===== src/rtl/bcd_add_seq.sv =====
// Digit-serial 3-digit signed-magnitude BCD adder: result = (+/-a) + b, one digit per clock.
// Optional BCD_ADD_INPUT_CHECK_EN: invalid input digits abort to DONE with err set.
module bcd_add_seq #(
  parameter int DIGITS = 3
) (
  input  logic       clk,
  input  logic       rst,
  input  logic       start,
  input  logic [3:0] a_ones,
  input  logic [3:0] a_tens,
  input  logic [3:0] a_huns,
  input  logic       a_negative,
  input  logic [3:0] b_ones,
  input  logic [3:0] b_tens,
  input  logic [3:0] b_huns,
  output logic [3:0] out_ones,
  output logic [3:0] out_tens,
  output logic [3:0] out_huns,
  output logic       out_thous,
  output logic       negative,
  output logic       busy,
  output logic       done,
  output logic       err
);

  localparam int W = 4 * DIGITS;

  typedef enum logic [2:0] {IDLE, ADD, SUB, NEG, DONE} state_t;

  state_t           state, state_nxt;
  logic [1:0]       cnt;
  logic             last;
  logic             stepping;
  logic [W-1:0]     a_sh, b_sh, r_sh;
  logic             cy;
  logic             is_add;
  logic             neg_q;
  logic [4:0]       step;
  logic             bad_in;
  logic             bad_q;

  function automatic logic [4:0] add_digit(input logic [3:0] x, input logic [3:0] y,
                                           input logic ci);
    logic [4:0] s;
    s = {1'b0, x} + {1'b0, y} + {4'b0, ci};
    if (s > 5'd9) add_digit = {1'b1, s[3:0] + 4'd6};
    else          add_digit = {1'b0, s[3:0]};
  endfunction

  // Returns {borrow_out, digit} for y - x - bi.
  function automatic logic [4:0] sub_digit(input logic [3:0] x, input logic [3:0] y,
                                           input logic bi);
    logic signed [5:0] d;
    d = $signed({2'b0, y}) - $signed({2'b0, x}) - $signed({5'b0, bi});
    if (d < 0) begin
      d = d + 6'sd10;
      sub_digit = {1'b1, d[3:0]};
    end else begin
      sub_digit = {1'b0, d[3:0]};
    end
  endfunction

`ifdef BCD_ADD_INPUT_CHECK_EN
  assign bad_in = (a_ones > 4'd9) || (a_tens > 4'd9) || (a_huns > 4'd9) ||
                  (b_ones > 4'd9) || (b_tens > 4'd9) || (b_huns > 4'd9);
`else
  assign bad_in = 1'b0;
`endif

  assign busy     = (state != IDLE);
  assign stepping = (state == ADD) || (state == SUB) || (state == NEG);
  assign last     = (cnt == 2'(DIGITS - 1));
  assign step     = (state == ADD) ? add_digit(a_sh[3:0], b_sh[3:0], cy)
                                   : sub_digit(a_sh[3:0], b_sh[3:0], cy);

  always_ff @(posedge clk) begin
    if (rst) state <= IDLE;
    else     state <= state_nxt;
  end

  always_comb begin
    state_nxt = state;
    case (state)
      IDLE: if (start) state_nxt = bad_in ? DONE : (a_negative ? SUB : ADD);
      ADD:  if (last) state_nxt = DONE;
      SUB:  if (last) state_nxt = step[4] ? NEG : DONE;
      NEG:  if (last) state_nxt = DONE;
      DONE: state_nxt = IDLE;
      default: state_nxt = IDLE;
    endcase
  end

  // Operand shifters: consume the low digit each step, result digits enter from the top.
  always_ff @(posedge clk) begin
    case (state)
      IDLE: if (start) begin
        a_sh   <= {a_huns, a_tens, a_ones};
        b_sh   <= {b_huns, b_tens, b_ones};
        cy     <= 1'b0;
        is_add <= !a_negative;
        neg_q  <= 1'b0;
        bad_q  <= bad_in;
      end
      ADD, SUB, NEG: begin
        if (state == SUB && last && step[4]) begin
          // Ten's-complement result: rerun it as 0 - r to get the magnitude.
          a_sh  <= {step[3:0], r_sh[W-1:4]};
          b_sh  <= '0;
          cy    <= 1'b0;
          neg_q <= 1'b1;
        end else begin
          a_sh <= a_sh >> 4;
          b_sh <= b_sh >> 4;
          r_sh <= {step[3:0], r_sh[W-1:4]};
          cy   <= step[4];
        end
      end
      default: ;
    endcase
  end

  always_ff @(posedge clk) begin
    if (rst) begin
      cnt       <= 2'd0;
      done      <= 1'b0;
      out_ones  <= 4'd0;
      out_tens  <= 4'd0;
      out_huns  <= 4'd0;
      out_thous <= 1'b0;
      negative  <= 1'b0;
    end else begin
      cnt  <= (stepping && !last) ? cnt + 2'd1 : 2'd0;
      done <= (state == DONE);
      if (state == DONE) begin
        out_ones  <= bad_q ? 4'd0 : r_sh[3:0];
        out_tens  <= bad_q ? 4'd0 : r_sh[7:4];
        out_huns  <= bad_q ? 4'd0 : r_sh[11:8];
        out_thous <= !bad_q && is_add && cy;
        negative  <= !bad_q && neg_q && (r_sh != '0);
      end
    end
  end

`ifdef BCD_ADD_INPUT_CHECK_EN
  always_ff @(posedge clk) begin
    if (rst)                          err <= 1'b0;
    else if (state == IDLE && start)  err <= 1'b0;
    else if (state == DONE)           err <= bad_q;
  end
`else
  assign err = 1'b0;
`endif

endmodule


===== config.mk =====
export PLATFORM = sky130hd
export DESIGN_NAME = bcd_add_seq
export DESIGN_NICKNAME = d
export VERILOG_FILES = /design/src/rtl/bcd_add_seq.sv
export SDC_FILE = /design/constraint.sdc
export NUM_CORES = 1
export LEC_CHECK = 0
export BUFFER_PORTS_ARGS = -buffer_cell sky130_fd_sc_hd__buf_2
export CAP_MARGIN = 20
export CORE_ASPECT_RATIO = 0.9
export CORE_MARGIN = 1.5
export CORE_UTILIZATION = 35
export CTS_BUF_LIST = sky130_fd_sc_hd__clkbuf_2 sky130_fd_sc_hd__clkbuf_4 sky130_fd_sc_hd__clkbuf_8
export CTS_CLUSTER_SIZE = 14
export DETAILED_ROUTE_END_ITERATION = 7
export PLACE_DENSITY = 0.59
export SLEW_MARGIN = 10
export SYNTH_ARGS = -nofsm -noshare
export SYNTH_HDL_FRONTEND = slang
export SYNTH_SLANG_ARGS = --single-unit

===== constraint.sdc =====
create_clock -name clk -period 8.2 [get_ports clk]
set_clock_uncertainty 0.05 [all_clocks]
set_input_delay 1.64 -clock clk [delete_from_list [all_inputs] [get_ports clk]]
set_output_delay 1.64 -clock clk [all_outputs]
set_load 0.05 [all_outputs]

==> insert_results.sql <==
INSERT INTO impl_metrics (metric_group, metric, value, unit) VALUES
('run_status', 'failed_checks', 'DRC', ''),
('cells_and_area', 'antenna-diode-count', '0', ''),
('synth', 'syn_nets', '326', ''),
('timing', 'unrepaired_setup_endpoints_after_global_routing', 'false', ''),
('cells_and_area', 'drive_gt1_share', '20.7', '%'),
('timing', 'maxSlewHeadroom', '56.1', '%'),
('critical_path', 'setup.worst_path.start_class', 'flip-flop', ''),
('global_routing', 'first_global_vias', '2005', ''),
('synth', 'ys_seq_area_share', '54.3', '%'),
('cts', 'worst_setup_hold_path_clk_slew', '0.07', 'ns'),
('critical_path', 'worst_ep_arrival_time', '3.36', 'ns'),
('critical_path', 'critical_path.endpoint_type', 'flip-flop', ''),
('cells_and_area', 'final-seq-area', '1570', 'um2'),
('routing', 'totalWireLength', '5930', 'um'),
('placement', 'placedCellCount', '411', ''),
('cells_and_area', 'layout_commonest_cell', 'sky130_fd_sc_hd__nand2_1', ''),
('cells_and_area', 'finalNonFillerCells', '427', ''),
('global_routing', 'grt_max_degree', '32', ''),
('routing', 'detail_route.wl_per_cell', '13.9', 'um'),
('die', 'dieArea', '8830', 'um2'),
('timing', 'timing_hold_violations_final', '0', ''),
('die', 'fp.coreArea', '8030', 'um2'),
('routing', 'ant_nets', '0', ''),
('die', 'floorplan.die.width', '98.9', 'um'),
('synth', 'yosysWarnings', '0', ''),
('run_status', 'run_status', 'finished with violations', ''),
('cts', 'cts_tree', 'yes', ''),
('timing', 'setup-violations-final', '0', ''),
('timing', 'post_layout_minimum_cycle_time', '3.38', 'ns'),
('cts', 'htree_levels', '3', ''),
('placement', 'detailedPlacementHpwl', '4320', 'um'),
('routing', 'vias_per_cell', '4.86', ''),
('timing', 'finalCritPeriodShare', '41.2', '%'),
('synth', 'post_synthesis_instance_total', '282', ''),
('cells_and_area', 'area_of_the_multi_input_gates', '1180', 'um2'),
('timing', 'worst_pin_slew', '0.658', 'ns'),
('placement', 'numPortBuffers', '43', ''),
('critical_path', 'crit_fanout', '21', ''),
('min_path', 'worst_hold_path_type', 'reg -> reg', ''),
('cts', 'cts.repair_timing.setup_buffer_count', '0', ''),
('cts', 'cts_num_sinks', '59', ''),
('synth', 'synth_unique_cells', '40', ''),
('die', 'height_of_the_die', '89.3', 'um'),
('timing', 'max_clock_freq', '296', 'MHz'),
('die', 'initial_core_utilization', '36.1', '%'),
('global_routing', 'grt_first_pass_wirelength', '9780', 'um'),
('global_routing', 'globalRouteTotalUtil', '14.6', '%'),
('cts', 'cts_root_buffer_type', 'sky130_fd_sc_hd__clkbuf_8', ''),
('cells_and_area', 'fill_cells', '784', ''),
('die', 'floorplan.io_pins', '45', ''),
('critical_path', 'crit_required', '8.18', 'ns'),
('global_routing', 'antenna_found_initial', '0', ''),
('timing', 'total_negative_setup_slacks', '0', 'ns'),
('synth', 'syn_area', '2900', 'um2'),
('cts', 'cts_hold_repair.buffers', '0', ''),
('flow_run', 'cap_viol_max_count', '0', ''),
('routing', 'drtPass1Iterations', '6', ''),
('synth', 'syn-mean-instance-area', '10.3', 'um2'),
('power', 'irDropWorstVdd', '0.155', 'mV'),
('routing', 'drt_iter0_markers', '134', ''),
('routing', 'post-route-drc-count', '3', ''),
('cells_and_area', 'area_delta_synth_final', '17.6', '%'),
('power', 'leakage', '1.42', 'nW'),
('timing', 'final_max_tran_viols', '0', ''),
('cts', 'post_cts.resized_instances', '0', ''),
('die', 'rows', '31', ''),
('cells_and_area', 'finalNetCount', '367', ''),
('power', 'power_density_over_cell_area', '351', 'nW/um2'),
('cts', 'cts_made_buffers', '9', ''),
('critical_path', 'crit_type', 'reg -> reg', ''),
('placement', 'gp_congestion', '0.783', ''),
('synth', 'synth-seq-cells', '59', ''),
('cts', 'cts.path.max_buffers', '2', ''),
('global_routing', 'globalRoute.totalOverflow', '0', ''),
('cells_and_area', 'highest_count_cells_in_the_layout_ignoring_fill_and_taps', '49 x sky130_fd_sc_hd__nand2_1, 43 x sky130_fd_sc_hd__buf_2, 39 x sky130_fd_sc_hd__edfxtp_1, 26 x sky130_fd_sc_hd__a21oi_1, 20 x sky130_fd_sc_hd__dfxtp_1', ''),
('cts', 'worstSkewPairLatency', '0.33', 'ns'),
('routing', 'route.vias.total', '2077', '');
[state kept, by name, indices dropped and copies added, names as in the netlist]
name,cells
out_huns,4
neg_q,1
out_thous,1
negative,1
is_add,1
out_tens,4
done,1
state,3
a_sh,12
out_ones,4
cnt,2
b_sh,12
r_sh,12
cy,1
[cell usage after synthesis (all sizes together)]
cell type | instances | area (um2)
a2111oi | 1 | 8.76
a211oi | 3 | 22.5
a21o | 9 | 67.6
a21oi | 26 | 130
a22o | 9 | 78.8
a31o | 1 | 8.76
a31oi | 4 | 25.0
and2 | 5 | 31.3
buf | 5 | 35.0
clkbuf | 11 | 41.3
clkinv | 1 | 3.75
conb | 1 | 3.75
dfxtp | 20 | 400
edfxtp | 39 | 1170
fa | 3 | 60.1
ha | 13 | 163
inv | 19 | 71.3
mux2i | 2 | 20.0
nand2 | 49 | 184
nand2b | 1 | 6.26
nand3 | 5 | 25.0
nor2 | 14 | 52.6
nor3 | 4 | 20.0
nor3b | 1 | 7.51
nor4 | 5 | 31.3
nor4b | 2 | 32.5
o21a | 1 | 8.76
o21ai | 14 | 70.1
o21bai | 2 | 15.0
o311a | 1 | 10.0
or2 | 1 | 6.26
or3 | 1 | 6.26
or3b | 1 | 8.76
xnor2 | 7 | 61.3
xor2 | 1 | 8.76
[final timing paths]
path,from,end,slack [ns],cells past startpoint
worst max-delay path,b_sh[0],neg_q,4.82,12
worst min-delay path,cnt[0],cnt[0],0.38,1
worst max register to register,b_sh[0],neg_q,4.82,12
worst min register to register,cnt[0],cnt[0],0.38,1
[kinds of logic after synthesis]
| group | share of synthesized area, % |
|---|---|
| other | 0.129 |
| buffers and inverters | 5.23 |
| multiplexers | 0.691 |
| AO/OA/AOI/OAI | 15.4 |
| adder cells (fa/ha/maj) | 7.69 |
| flip-flops | 54.3 |
| XOR/XNOR | 2.42 |
| AND/OR/NAND/NOR | 14.2 |
[final cells by class]
type	instances	share of cell area (%)
flip-flops and latches	59	46.1
multi-input cells	187	34.5
repair buffers	46	6.98
clock buffers	9	3.64
well taps	99	3.64
clock inverters	7	2.87
inverters	20	2.20
[metrics by stage]
step | worst slack [ns] | area [um2] | hold slack [ns] | power, mW | util [%]
global placement | 4.95 | 3180 | 0.358 | 0.900 | 39.7
detailed placement | 4.84 | 3180 | 0.377 | 0.909 | 39.7
global route | 4.59 | 3410 | 0.397 | 1.29 | 42.4
finish | 4.82 | 3410 | 0.382 | 1.20 | 42.4
CTS | 4.83 | 3410 | 0.387 | 1.21 | 42.4
floorplan | 4.98 | 2900 | 0.351 | 0.801 | -
[where the power goes]
group / total, mW / internal, mW / leakage, nW / switching, mW
logic: 0.442 / 0.177 / 0.752 / 0.264
clock network: 0.295 / 0.173 / 0.115 / 0.121
registers: 0.459 / 0.417 / 0.549 / 0.0424
total: 1.20 / 0.767 / 1.42 / 0.428
[routing by layer]
layer / wire (um) / global-route usage (%) / up-vias
met1: 2780 / 18.6 / 956
li1: - / - / 1072
met4: 65 / 5.06 / 0
met5: 0 / 0 / -
met3: 281 / 4.30 / 7
met2: 2810 / 24.3 / 42
[worst max-delay path, stage by stage (launching register included)]
cell and delay [ns]:
sky130_fd_sc_hd__edfxtp_1 0.35, sky130_fd_sc_hd__inv_1 0.11, sky130_fd_sc_hd__ha_1 0.15, sky130_fd_sc_hd__inv_1 0.06, sky130_fd_sc_hd__fa_1 0.39, sky130_fd_sc_hd__xnor2_1 0.24
sky130_fd_sc_hd__nand3_1 0.17, sky130_fd_sc_hd__o21a_2 0.30, sky130_fd_sc_hd__nor4b_4 0.25, sky130_fd_sc_hd__buf_4 0.29, sky130_fd_sc_hd__nor2_1 0.20, sky130_fd_sc_hd__buf_4 0.28
sky130_fd_sc_hd__nor3_1 0.22
Power figures use the tool's default switching activity.
